File: src/rtl/lsu_mem_ctrl.sv
// Load/store unit: one RV32I load/store at a time toward a word-addressed memory.
// Sub-word stores are read-modify-write; loads are sign/zero extended.
module lsu_mem_ctrl #(
  parameter int unsigned MEM_WORDS = 1024
) (
  input  logic        clk,
  input  logic        reset,
  input  logic        req_valid,
  output logic        req_ready,
  input  logic        req_we,
  input  logic [2:0]  req_funct3,
  input  logic [31:0] req_addr,
  input  logic [31:0] req_wdata,
  output logic        resp_valid,
  input  logic        resp_ready,
  output logic [31:0] resp_rdata,
  output logic        resp_err,
  output logic [31:0] mem_A,
  output logic [31:0] mem_WD,
  output logic        mem_WE,
  input  logic [31:0] mem_RD
);

  typedef enum logic [1:0] {S_IDLE, S_READ, S_WRITE, S_RESP} state_t;

  localparam logic [31:0] MEM_WORDS_W = 32'(MEM_WORDS);

  state_t      state_q, state_d;
  logic        we_q, we_d;
  logic [2:0]  funct3_q, funct3_d;
  logic [31:0] addr_q, addr_d;
  logic [31:0] wdata_q, wdata_d;
  logic [31:0] word_q, word_d;
  logic [31:0] rdata_q, rdata_d;
  logic        err_q, err_d;

  logic        legal, misaligned, out_of_range, fault;
  logic [7:0]  ld_byte;
  logic [15:0] ld_half;
  logic [31:0] load_data;
  logic [31:0] store_data;

  // Request decode works on the live inputs; it is only consumed on accept.
  always_comb begin
    legal = 1'b0;
    case (req_funct3)
      3'b000, 3'b001, 3'b010: legal = 1'b1;
      3'b100, 3'b101:         legal = ~req_we;
      default:                legal = 1'b0;
    endcase
    misaligned   = ((req_funct3[1:0] == 2'b01) && req_addr[0]) ||
                   ((req_funct3[1:0] == 2'b10) && (req_addr[1:0] != 2'b00));
    out_of_range = {2'b00, req_addr[31:2]} >= MEM_WORDS_W;
    fault        = !legal || misaligned || out_of_range;
  end

  always_comb begin
    ld_byte = mem_RD[7:0];
    case (addr_q[1:0])
      2'd0: ld_byte = mem_RD[7:0];
      2'd1: ld_byte = mem_RD[15:8];
      2'd2: ld_byte = mem_RD[23:16];
      2'd3: ld_byte = mem_RD[31:24];
      default: ld_byte = mem_RD[7:0];
    endcase
    ld_half   = addr_q[1] ? mem_RD[31:16] : mem_RD[15:0];
    load_data = mem_RD;
    case (funct3_q)
      3'b000:  load_data = {{24{ld_byte[7]}}, ld_byte};
      3'b001:  load_data = {{16{ld_half[15]}}, ld_half};
      3'b100:  load_data = {24'h0, ld_byte};
      3'b101:  load_data = {16'h0, ld_half};
      default: load_data = mem_RD;
    endcase
  end

  always_comb begin
    store_data = wdata_q;
    case (funct3_q[1:0])
      2'b00: begin
        store_data = word_q;
        case (addr_q[1:0])
          2'd0: store_data[7:0]   = wdata_q[7:0];
          2'd1: store_data[15:8]  = wdata_q[7:0];
          2'd2: store_data[23:16] = wdata_q[7:0];
          2'd3: store_data[31:24] = wdata_q[7:0];
          default: store_data = word_q;
        endcase
      end
      2'b01: begin
        store_data = word_q;
        if (addr_q[1]) store_data[31:16] = wdata_q[15:0];
        else           store_data[15:0]  = wdata_q[15:0];
      end
      default: store_data = wdata_q;
    endcase
  end

  // NOTE: every next-state variable takes its hold value first, so no path leaves one unassigned and no latch is inferred.
  always_comb begin
    state_d  = state_q;
    we_d     = we_q;
    funct3_d = funct3_q;
    addr_d   = addr_q;
    wdata_d  = wdata_q;
    word_d   = word_q;
    rdata_d  = rdata_q;
    err_d    = err_q;
    case (state_q)
      S_IDLE: begin
        if (req_valid) begin
          we_d     = req_we;
          funct3_d = req_funct3;
          addr_d   = req_addr;
          wdata_d  = req_wdata;
          rdata_d  = '0;
          err_d    = 1'b0;
          if (fault) begin
            err_d   = 1'b1;
            state_d = S_RESP;
          end else if (req_we && (req_funct3[1:0] == 2'b10)) begin
            state_d = S_WRITE;
          end else begin
            state_d = S_READ;
          end
        end
      end
      S_READ: begin
        word_d = mem_RD;
        if (we_q) begin
          state_d = S_WRITE;
        end else begin
          rdata_d = load_data;
          state_d = S_RESP;
        end
      end
      S_WRITE: begin
        rdata_d = '0;
        err_d   = 1'b0;
        state_d = S_RESP;
      end
      S_RESP: begin
        if (resp_ready) state_d = S_IDLE;
      end
      default: state_d = S_IDLE;
    endcase
  end

  // NOTE: state registers use non-blocking assignments so every flop samples pre-edge values.
  always_ff @(posedge clk) begin
    if (reset) begin
      state_q  <= S_IDLE;
      we_q     <= 1'b0;
      funct3_q <= '0;
      addr_q   <= '0;
      wdata_q  <= '0;
      word_q   <= '0;
      rdata_q  <= '0;
      err_q    <= 1'b0;
    end else begin
      state_q  <= state_d;
      we_q     <= we_d;
      funct3_q <= funct3_d;
      addr_q   <= addr_d;
      wdata_q  <= wdata_d;
      word_q   <= word_d;
      rdata_q  <= rdata_d;
      err_q    <= err_d;
    end
  end

  assign req_ready  = (state_q == S_IDLE);
  assign resp_valid = (state_q == S_RESP);
  assign resp_rdata = rdata_q;
  assign resp_err   = err_q;
  assign mem_A      = ((state_q == S_READ) || (state_q == S_WRITE)) ? {2'b00, addr_q[31:2]} : '0;
  assign mem_WD     = (state_q == S_WRITE) ? store_data : '0;
  // The memory writes on the same edge that applies reset, so the enable is gated directly.
  assign mem_WE     = (state_q == S_WRITE) && !reset;

endmodule

File: config.mk
export PLATFORM = sky130hd
export DESIGN_NAME = lsu_mem_ctrl
export DESIGN_NICKNAME = d
export VERILOG_FILES = /design/src/rtl/lsu_mem_ctrl.sv
export SDC_FILE = /design/constraint.sdc
export NUM_CORES = 1
export LEC_CHECK = 0
export BUFFER_PORTS_ARGS = -buffer_cell sky130_fd_sc_hd__buf_2
export CAP_MARGIN = 15
export CORE_MARGIN = 2
export CORE_UTILIZATION = 30
export DETAILED_ROUTE_END_ITERATION = 16
export GPL_TIMING_DRIVEN = 0
export PLACE_DENSITY = 0.57
export SYNTH_ARGS = -nofsm -noshare
export SYNTH_HDL_FRONTEND = slang
export SYNTH_SLANG_ARGS = --single-unit
File: constraint.sdc
create_clock -name clk -period 2 [get_ports clk]
set_input_delay 0.2 -clock clk [delete_from_list [all_inputs] [get_ports clk]]
set_output_delay 0.2 -clock clk [all_outputs]
set_load 0.01 [all_outputs]
== Word level (Yosys, flattened, before mapping) ==
Cells that the tools add are included.

* Register bits after elaboration: 135
* Output and inout port bits: 100

* Mux-type cells: 25
* Bitwise logic cells: 1
* Magnitude comparators: 1
* Equality and inequality tests: 19
* Reduce and logical (&&, ||, !) cells: 24

{| class="wikitable"
|+ Operator list
! kind !! number
|-
| 32-bit one-hot mux with 4 select lines || 1
|-
| 32-bit two-way mux || 3
|-
| 32-bit one-hot mux with 3 select lines || 1
|-
| 32-bit one-hot mux with 2 select lines || 1
|-
| 16-bit two-way mux || 3
|-
| 8-bit two-way mux || 4
|-
| 8-bit one-hot mux with 4 select lines || 1
|-
| 30-bit by 11-bit >= comparator with 1-bit output, second input constant || 1
|-
| 30-bit two-way mux || 1
|-
| 3-bit == test, second input constant || 4
|-
| 2-bit == test, second input constant || 5
|-
| 2-bit by 1-bit == test with 1-bit output, second input constant || 4
|-
| 2-bit two-way mux || 4
|-
| 2-bit one-hot mux with 4 select lines || 1
|-
| 3-bit by 1-bit == test with 1-bit output, second input constant || 2
|-
| 2-bit logical NOT || 3
|-
| 3-bit logical NOT || 2
|-
| 2-bit AND reduction || 3
|-
| 1-bit logical AND || 4
|-
| 1-bit logical OR || 4
|-
| 2-bit != test, second input constant || 2
|-
| 1-bit one-hot mux with 2 select lines || 2
|-
| 2-bit nonzero test || 2
|-
| 3-bit by 2-bit == test with 1-bit output, second input constant || 1
|-
| 8 further kinds || 11
|}

== Depth between registers and ports, before layout ==
Gate-level depths: netlist of the first run.

* Depth in word-level cells: 9
* Gate-level depth with buffers: 9
* Depth with buffers taken out: 6

== Least setup slack after synthesis of the first run ==
No wires, ideal clock.

* Path kind: register to register
* From: register state_q[0]
* To: register rdata_q[27] (netlist: resp_rdata[27])
* Period minus slack after synthesis: 1.997 ns
* Path slack: 0.003 ns
* Stages on the path, launching flop included: 9
* Required time: 1.940 ns
* Arrival time: 1.938 ns
* Cells stage by stage: dfxtp_1 -> inv_1 -> ha_1 -> nor2b_4 -> buf_6 -> nor4_4 -> nor4b_4 -> buf_6 -> a221o_1

* Longest elaborated chain between the ends: 3

{| class="wikitable"
|+ RTL lines
! what !! RTL line !! RTL
|-
| from (decl) || 28 || <nowiki>state_t state_q, state_d;</nowiki>
|-
| from (signal assigned) || 161 || <nowiki>state_q <= state_d;</nowiki>
|-
| 2-bit logical NOT (*) || -- ||
|-
| net req_ready || 9 || <nowiki>output logic req_ready,</nowiki>
|-
| 2-bit != test (no line) or 3-bit nonzero test (tied branches) || -- ||
|-
| 3-bit AND reduction (no line) || -- ||
|-
| to (signal assigned) || 167 || <nowiki>rdata_q <= rdata_d;</nowiki>
|-
| to (decl) || 34 || <nowiki>logic [31:0] rdata_q, rdata_d;</nowiki>
|}

The timed path passes the listed nets; every way through them passes the cells marked *.
A chain may end at the register's enable or synchronous reset.

== Worst setup path in the final report of the first run ==
* From: register addr_q[1]
* To: output mem_WD[13]

* Longest elaborated chain between the ends: 4

{| class="wikitable"
|+ RTL lines
! what !! RTL line !! RTL
|-
| from (decl) || 31 || <nowiki>logic [31:0] addr_q, addr_d;</nowiki>
|-
| from (signal assigned) || 164 || <nowiki>addr_q <= addr_d;</nowiki>
|-
| 2-bit by 1-bit == test with 1-bit output || 82 || <nowiki>case (addr_q[1:0])</nowiki>
|-
| 8-bit two-way mux || 82 ||
|-
| 32-bit one-hot mux with 2 select lines (*) || 79 || <nowiki>case (funct3_q[1:0])</nowiki>
|-
| 32-bit two-way mux (*) || 177 || <nowiki>assign mem_WD = (state_q == S_WRITE) ? store_data : '0;</nowiki>
|-
| to (decl) || 19 || <nowiki>output logic [31:0] mem_WD,</nowiki>
|}

Mark *: on every way between the ends. The rest lies on a longest branch, timed or not.

==> results of run 1 <==
registers in the layout, indices dropped and copies added, names as in the netlist:
register    count
word_q         32
wdata_q        32
state_q         2
we_q            1
funct3_q        3
addr_q         32
resp_err        1
resp_rdata     32
layout make-up:
type,count,share of cell area [%]
Clock buffer,18,4.72
Buffer,60,4.86
Sequential cell,135,29.9
Inverter,5,0.303
Clock inverter,14,1.67
Tap cell,270,3.72
Multi-Input combinational cell,568,40.5
Timing Repair Buffer,232,14.3
Antenna cell,4,0.110
worst max-delay path by stage:
| stage | depth (start not counted) | slack [ps] | start | to |
|---|---|---|---|---|
| 3_3_place_gp | 8 | -550 | state_q[1]$_SDFFE_PP0P_ | resp_rdata[28]$_SDFFE_PP0P_ |
| 2_1_floorplan | 8 | 3 | state_q[0]$_SDFFE_PP0P_ | resp_rdata[27]$_SDFFE_PP0P_ |
| 5_1_grt | 6 | -170 | funct3_q[0]$_SDFFE_PP0P_ | mem_WD[11] |
| 4_1_cts | 6 | -140 | funct3_q[0]$_SDFFE_PP0P_ | mem_WD[11] |
| 6_report | 6 | -100 | addr_q[1]$_SDFFE_PP0P_ | mem_WD[13] |
| 3_5_place_dp | 8 | -540 | state_q[1]$_SDFFE_PP0P_ | resp_rdata[26]$_SDFFE_PP0P_ |
power groups by stage:
stage	clock network, mW	registers (mW)	logic (mW)
global route	3.27	3.72	4.79
finish	3.12	3.66	4.39
global placement	0	3.63	3.61
detailed placement	0	3.63	3.61
CTS	3.16	3.63	4.19
floorplan	0	3.55	2.38
timing repair:
item / 4_1_cts / 5_1_grt
resized for setup: 136 / 52
hold endpoints to repair: 3 / 0
setup endpoints to repair: 138 / 133
setup buffers: 22 / 4
hold buffers: 3 / 0
pin swaps: 37 / 27
gates cloned: 2 / 1
cells in the final DEF, fill, tap and decap left out, types with 16 or more instances in the layout:
cell type	n
clkbuf_2	16
and2_1	32
or3_1	21
a21oi_1	72
o2bb2ai_1	16
o21ai_0	29
mux2i_1	33
buf_2	203
dfxtp_1	130
a221o_1	16
clkbuf_16	20
nand2_1	147
clkbuf_1	16
nor2_1	63
buf_4	27
routing by layer:
metal,vias up,global-route usage (%)
met5,-,0
met4,2,7.14
met3,46,6.76
met2,288,32.8
met1,3036,28.1
li1,3228,-
through the flow:
stage / instances / power [mW] / utilization, %
after floorplan: 774 / 5.93 / -
after global placement: 1244 / 7.23 / 37.4
after detailed placement: 1244 / 7.25 / 37.4
after CTS: 1297 / 11.0 / 43.6
after global routing: 1302 / 11.8 / 44.4
final: 1306 / 11.2 / 44.5
cells by family (layout without fill, tap and decap cells):
group | count (synthesis) | in the layout | synth area share, %
compound gates | 202 | 202 | 21.4
fa+ha+maj | 4 | 4 | 0.795
buf+inv | 71 | 329 | 4.77
flops | 135 | 135 | 42.9
mux | 43 | 43 | 7.22
other cells | 1 | 6 | 0.0596
simple gates | 317 | 317 | 22.9
worst max-delay path, cell delays in order (launching register included):
cell and delay, ps:
dfxtp_1 310, buf_6 140, o21ba_2 280, nor2_2 80
a222oi_1 380, nor2_1 130, buf_2 160
==> metrics.log, run 1 <==
INFO  metric worst_ir_drop_vdd = 0.000696 V
INFO  metric cap_violations = 0
INFO  metric cp-end-kind = output port
INFO  metric worst_clock_skew = about 7.3 ps
INFO  metric first_global_vias = 6270
INFO  metric cts_buffer_depth = 2
INFO  metric grt_antenna_before_repair = 3
INFO  metric yosysMostFrequentCell = nand2_1
INFO  metric met3_length = ~2300 µm
INFO  metric clock_insertion_delay_worst_skew = ~430 ps
INFO  metric finish.instance_area = 0.00908 mm²
INFO  metric floorplan.die.width = ~150 µm
INFO  metric power_density = roughly 1200 mW/mm²
INFO  metric post-synth-top-area-fraction = a little over two fifths
INFO  metric power.switching = about 4.2 mW
INFO  metric outcome = finished, violations left
INFO  metric clock-root-buffer = clkbuf_16
INFO  metric global_route.overflow_total = 0
INFO  metric numPortBuffers = 200
INFO  metric syn-instance-count = between 700 and 800
INFO  metric numClockSinks = between 100 and 150
INFO  metric worst_pin_slew = about 550 ps
INFO  metric post_detailed_route_drc_marker_count = 0
INFO  metric worst_hold_depth = 3
INFO  metric final_nets = between 1000 and 1500
INFO  metric whs_endpoint = wdata_q[1]$_SDFFE_PP0P_
INFO  metric start_kind = register
INFO  metric cts_buffers = 17
INFO  metric hold_violations = 0
INFO  metric finalSetupTns = -1320 ps
INFO  metric layout_worst_path_cycle_share = 105%
INFO  metric dr.first_iter.drc_count = approximately 420
INFO  metric achievable_frequency = approximately 0.48 GHz
INFO  metric globalplace.congestion = slightly above 0.9
INFO  metric placedInstanceArea = 0.00764 mm²
INFO  metric area_occupied_by_multi_input_gates = roughly 0.0037 mm²
INFO  metric cell_count_of_the_worst_reg_to_reg_path = 8
INFO  metric worst_slack = -95.5 ps
INFO  metric min-delay-start = req_wdata[1]
INFO  metric timing.setup.critical_path_class = reg2out
INFO  metric share_clk_of_total_power = 27.9%
INFO  metric crit_required = ~1800 ps
INFO  metric num_io_pins = 204
INFO  metric final.hold.worst_slack = about 10 ps
INFO  metric static-leakage-power = between 3 and 4 nW
INFO  metric critical_path.max_fanout = 6
INFO  metric wl_met2 = between 10000 and 15000 µm
INFO  metric avgViaCountPerCell = roughly 5
INFO  metric place_ws = -544 ps
INFO  metric final_antenna_net_count = 0
INFO  metric ff2ff_setup_slack = about 80 ps
INFO  metric yosys-top-cells-count = 165 x nand2_1, 135 x dfxtp_1, 82 x a21oi_1
INFO  metric netSwitchingFraction = 37.9%
INFO  metric timing.hold.worst.class = in2reg
INFO  metric layout-drive-gt1-share = between 30% and 40%
INFO  metric final_max_slew_viol_count = 0
INFO  metric tritoncts = done
INFO  metric wirelength_met1 = 10300 µm
INFO  metric placementRows = 52
INFO  metric synth_async_sr_flop_share = 0%
INFO  metric synth_top_cells_by_area = dfxtp_1 43%, nand2_1 9.8%, a21oi_1 6.5%
INFO  metric critical_path_arrival = approximately 1900 ps
INFO  metric yosys.area.top_type = dfxtp_1
INFO  metric coreArea = between 0.02 and 0.025 mm²
INFO  metric synthesis.area = ~0.0063 mm²
INFO  metric synth-warning-count = 0
INFO  metric crit-reg2reg-capture = resp_rdata[17]$_SDFFE_PP0P_
INFO  metric full_die_area = around 0.022 mm²
INFO  metric flow.area_growth_from_synthesis = 44.3%
INFO  metric post_synth.cell_area_avg = just over 8 µm²
INFO  metric synth.lib_cells_used.distinct = between 40 and 50
INFO  metric seqPwrFrac = 32.8%
INFO  metric ys_seq_area_share = a little over two fifths
INFO  metric highest_routed_layer = met5
INFO  metric period_minus_slack = around 2100 ps
INFO  metric postRouteWirelength = 23700 µm
INFO  metric globalRouteTotalUtil = 21.2%
INFO  metric die_h = 149 µm
INFO  metric r2r_start = addr_q[1]$_SDFFE_PP0P_
INFO  metric synth_seq_cells = about 140
INFO  metric path_clk_slew = ~60 ps
INFO  metric grt_first_pass_wirelength = roughly 36000 µm
INFO  metric num_vias = 6600
INFO  metric violated_checks = negative setup slack
INFO  metric power.share.combinational = slightly below 40%
INFO  metric setup_viol = 30
INFO  metric detailed_placement_wirelength_estimate = ~18000 µm
INFO  metric regArea = approximately 0.0027 mm²
INFO  metric filler_instances = about 2100
INFO  metric route.detailed.wl_per_inst = between 15 and 20 µm
INFO  metric internal-power = 6.94 mW
INFO  metric initial_utilization = between 30 and 40%
INFO  metric synth-main-ff-cell = dfxtp_1
INFO  metric drt_first_pass_iters = 5
INFO  metric cts_htree_levels = 4
INFO  metric grt_start_max_net_pins = 17
INFO  metric grt_setup_unrepaired = yes
INFO  metric max-slew-margin-rel = about 64%
INFO  metric number_of_enable_flip_flop_cells_after_synthesis = 0
No activity file was read; power rests on OpenSTA's default activity.
==> run 2, diff against run 1 <==
Settings changed: CTS_CLUSTER_DIAMETER set to 50.
Clock period 2 ns to 1.7 ns, I/O delays scaled along.
==> run 2 against run 1 <==
The flow still finishes with violations (negative setup slack). Hold slack worse by 7.4 ps. Critical path depth is the same. Total power rose by 32%. Core utilization up 7.0 points. Sequential power is 19% higher. Design area grew 16%. Final cell count is 4.9% higher. Combinational power grew 54%. Clock-buffer cell count rose by 1. Global-route usage is 0.99 points higher. Clock skew up 1.7 ps. Worst setup slack worse by 270 ps. Critical path type unchanged. Critical endpoint is now mem_WD[10]. Highest routed layer unchanged.
==> metrics.log, run 2 (synthesis results as in run 1) <==
INFO  metric outcome = finished, violations left
INFO  metric violated_checks = negative setup slack
INFO  metric place_ws = -635 ps
INFO  metric dr.first_iter.drc_count = 362
INFO  metric worst_clock_skew = about 9.0 ps
INFO  metric n_antenna_cell = 0
INFO  metric num_io_pins = a little over 200
INFO  metric crit_required = about 1500 ps
INFO  metric path_clk_slew = approximately 60 ps
INFO  metric detailed_placement_wirelength_estimate = between 15000 and 20000 µm
INFO  metric route.detailed.wl_per_inst = around 19 µm
INFO  metric grt_first_pass_wirelength = roughly 38000 µm
INFO  metric max-slew-margin-rel = between 50 and 60%
INFO  metric timing.critical_path.cells = nand2b_4 > buf_8 > nor3_4 > a222oi_1 > nor2_1 > buf_2
INFO  metric final_nets = between 1000 and 1500
INFO  metric critical_path.max_fanout = 6
INFO  metric final_max_slew_viol_count = 0
INFO  metric critical_path_arrival = 1890 ps
INFO  metric top_library_cells_by_usage_in_the_layout_fill_and_taps_aside = 169 x buf_2, 145 x nand2_1, 129 x dfxtp_1
INFO  metric avgViaCountPerCell = 5.06
INFO  metric drt_first_pass_iters = 5
INFO  metric global_route.overflow_total = 0
INFO  metric final_antenna_net_count = 0
INFO  metric worst_pin_slew = just over 600 ps
INFO  metric numPortBuffers = 200
INFO  metric static-leakage-power = approximately 4.4 nW
INFO  metric hold_violations = 0
INFO  metric globalRouteTotalUtil = between 20 and 25%
INFO  metric timing.setup.critical_path_class = reg2out
INFO  metric placementRows = between 50 and 60
INFO  metric cts_buffer_depth = 2
INFO  metric die_h = ~150 µm
INFO  metric start_kind = register
INFO  metric timing.hold.worst.class = in2reg
INFO  metric coreArea = 0.0204 mm²
INFO  metric first_global_vias = around 6700
INFO  metric clock_insertion_delay_worst_skew = between 400 and 500 ps
INFO  metric cp_num_buf_inv = 2
INFO  metric postRouteWirelength = about 26000 µm
INFO  metric achievable_frequency = approximately 0.48 GHz
INFO  metric cp-end-kind = output port
INFO  metric worst_slack = -364 ps
INFO  metric critical_path.max_stage_delay = between 300 and 400 ps
INFO  metric cap_violations = 0
INFO  metric final.hold.worst_slack = about 3 ps
INFO  metric setup_viol = approximately 80
INFO  metric initial_utilization = a little under a third
INFO  metric floorplan.die.width = about 150 µm
INFO  metric clock-root-buffer = clkbuf_16
INFO  metric finish.instance_area = around 0.011 mm²
INFO  metric worst_ir_drop_vdd = just under 0.0009 V
INFO  metric report.power.total = 14.7 mW
INFO  metric cts_htree_levels = 4
INFO  metric layout_worst_path_cycle_share = 121%
INFO  metric critPathTopFamily = simple AND/OR/NAND/NOR gates
INFO  metric grt_setup_unrepaired = yes
INFO  metric post_detailed_route_drc_marker_count = 0
INFO  metric layout_commonest_cell = buf_2
INFO  metric grt_start_max_net_pins = 17
INFO  metric layout-drive-gt1-share = between 40% and 50%
INFO  metric grt_antenna_before_repair = 1
INFO  metric period_minus_slack = about 2100 ps
INFO  metric tritoncts = done
INFO  metric power_density = roughly 1400 mW/mm²
INFO  metric cts_buffers = 17
INFO  metric critPathSlowestCell = dfxtp_4
INFO  metric num_vias = 6939
INFO  metric placedInstanceArea = 0.00772 mm²
INFO  metric full_die_area = 0.0222 mm²
INFO  metric numClockSinks = 135
INFO  metric flow.area_growth_from_synthesis = 66.9%
INFO  metric globalplace.congestion = around 0.95
-- run 2: power by group --
| part | switching [mW] | internal, mW |
|---|---|---|
| registers | 0.562 | 3.81 |
| logic | 3.50 | 3.28 |
| clock network | 1.51 | 2.07 |
-- run 2: per-layer routing --
metal  GRT usage, %  routed length [µm]  part of all wire [%]  vias up
li1               -                   -                     -     3373
met1           28.5               11300                    44     3289
met2           36.5               12100                    47      246
met3           5.78                1770                   6.9       29
met4           7.14                 420                   1.6        2
met5              0                  11                 0.043        -
-- run 2: cell type report --
cell class	count	area, µm²
Clock inverter	13	123
Tap cell	270	338
Buffer	59	515
Clock buffer	19	443
Sequential cell	135	2730
Timing Repair Buffer	301	2250
Fill cell	1935	9920
Inverter	5	41.3
Multi-Input combinational cell	568	4070
-- run 2: metrics by stage --
stage                     std cells  setup TNS (ps)  utilization, %
after global placement         1244          -41170            37.8
final                          1370          -14350            51.4
after CTS                      1355          -15920            47.9
after floorplan                 774            -529               -
after global routing           1370          -18500            51.4
after detailed placement       1244          -44290            37.8
-- run 2: tightest hold or removal path, stage by stage --
cell     delay [ps]
buf_2            90
nand2_1          60
a21oi_1          60
-- run 2: worst paths after layout --
kind | slack, ps | end | start | cells past startpoint
worst max-delay path | -360 | mem_WD[10] | funct3_q[0]$_SDFFE_PP0P_ | 6
worst min-delay path | 3 | wdata_q[16]$_SDFFE_PP0P_ | req_wdata[16] | 3
worst max register to register | -150 | resp_rdata[18]$_SDFFE_PP0P_ | state_q[0]$_SDFFE_PP0P_ | 7
worst min register to register | 450 | wdata_q[26]$_SDFFE_PP0P_ | wdata_q[26]$_SDFFE_PP0P_ | 2
-- run 2: what timing repair did --
item / in CTS / in global routing
gates cloned: 5 / 4
hold buffers: 56 / 0
pin swaps: 45 / 74
setup buffers: 24 / 12
hold endpoints to repair: 56 / 0
endpoints found under the setup margin: 165 / 128
gates resized for setup: 195 / 149
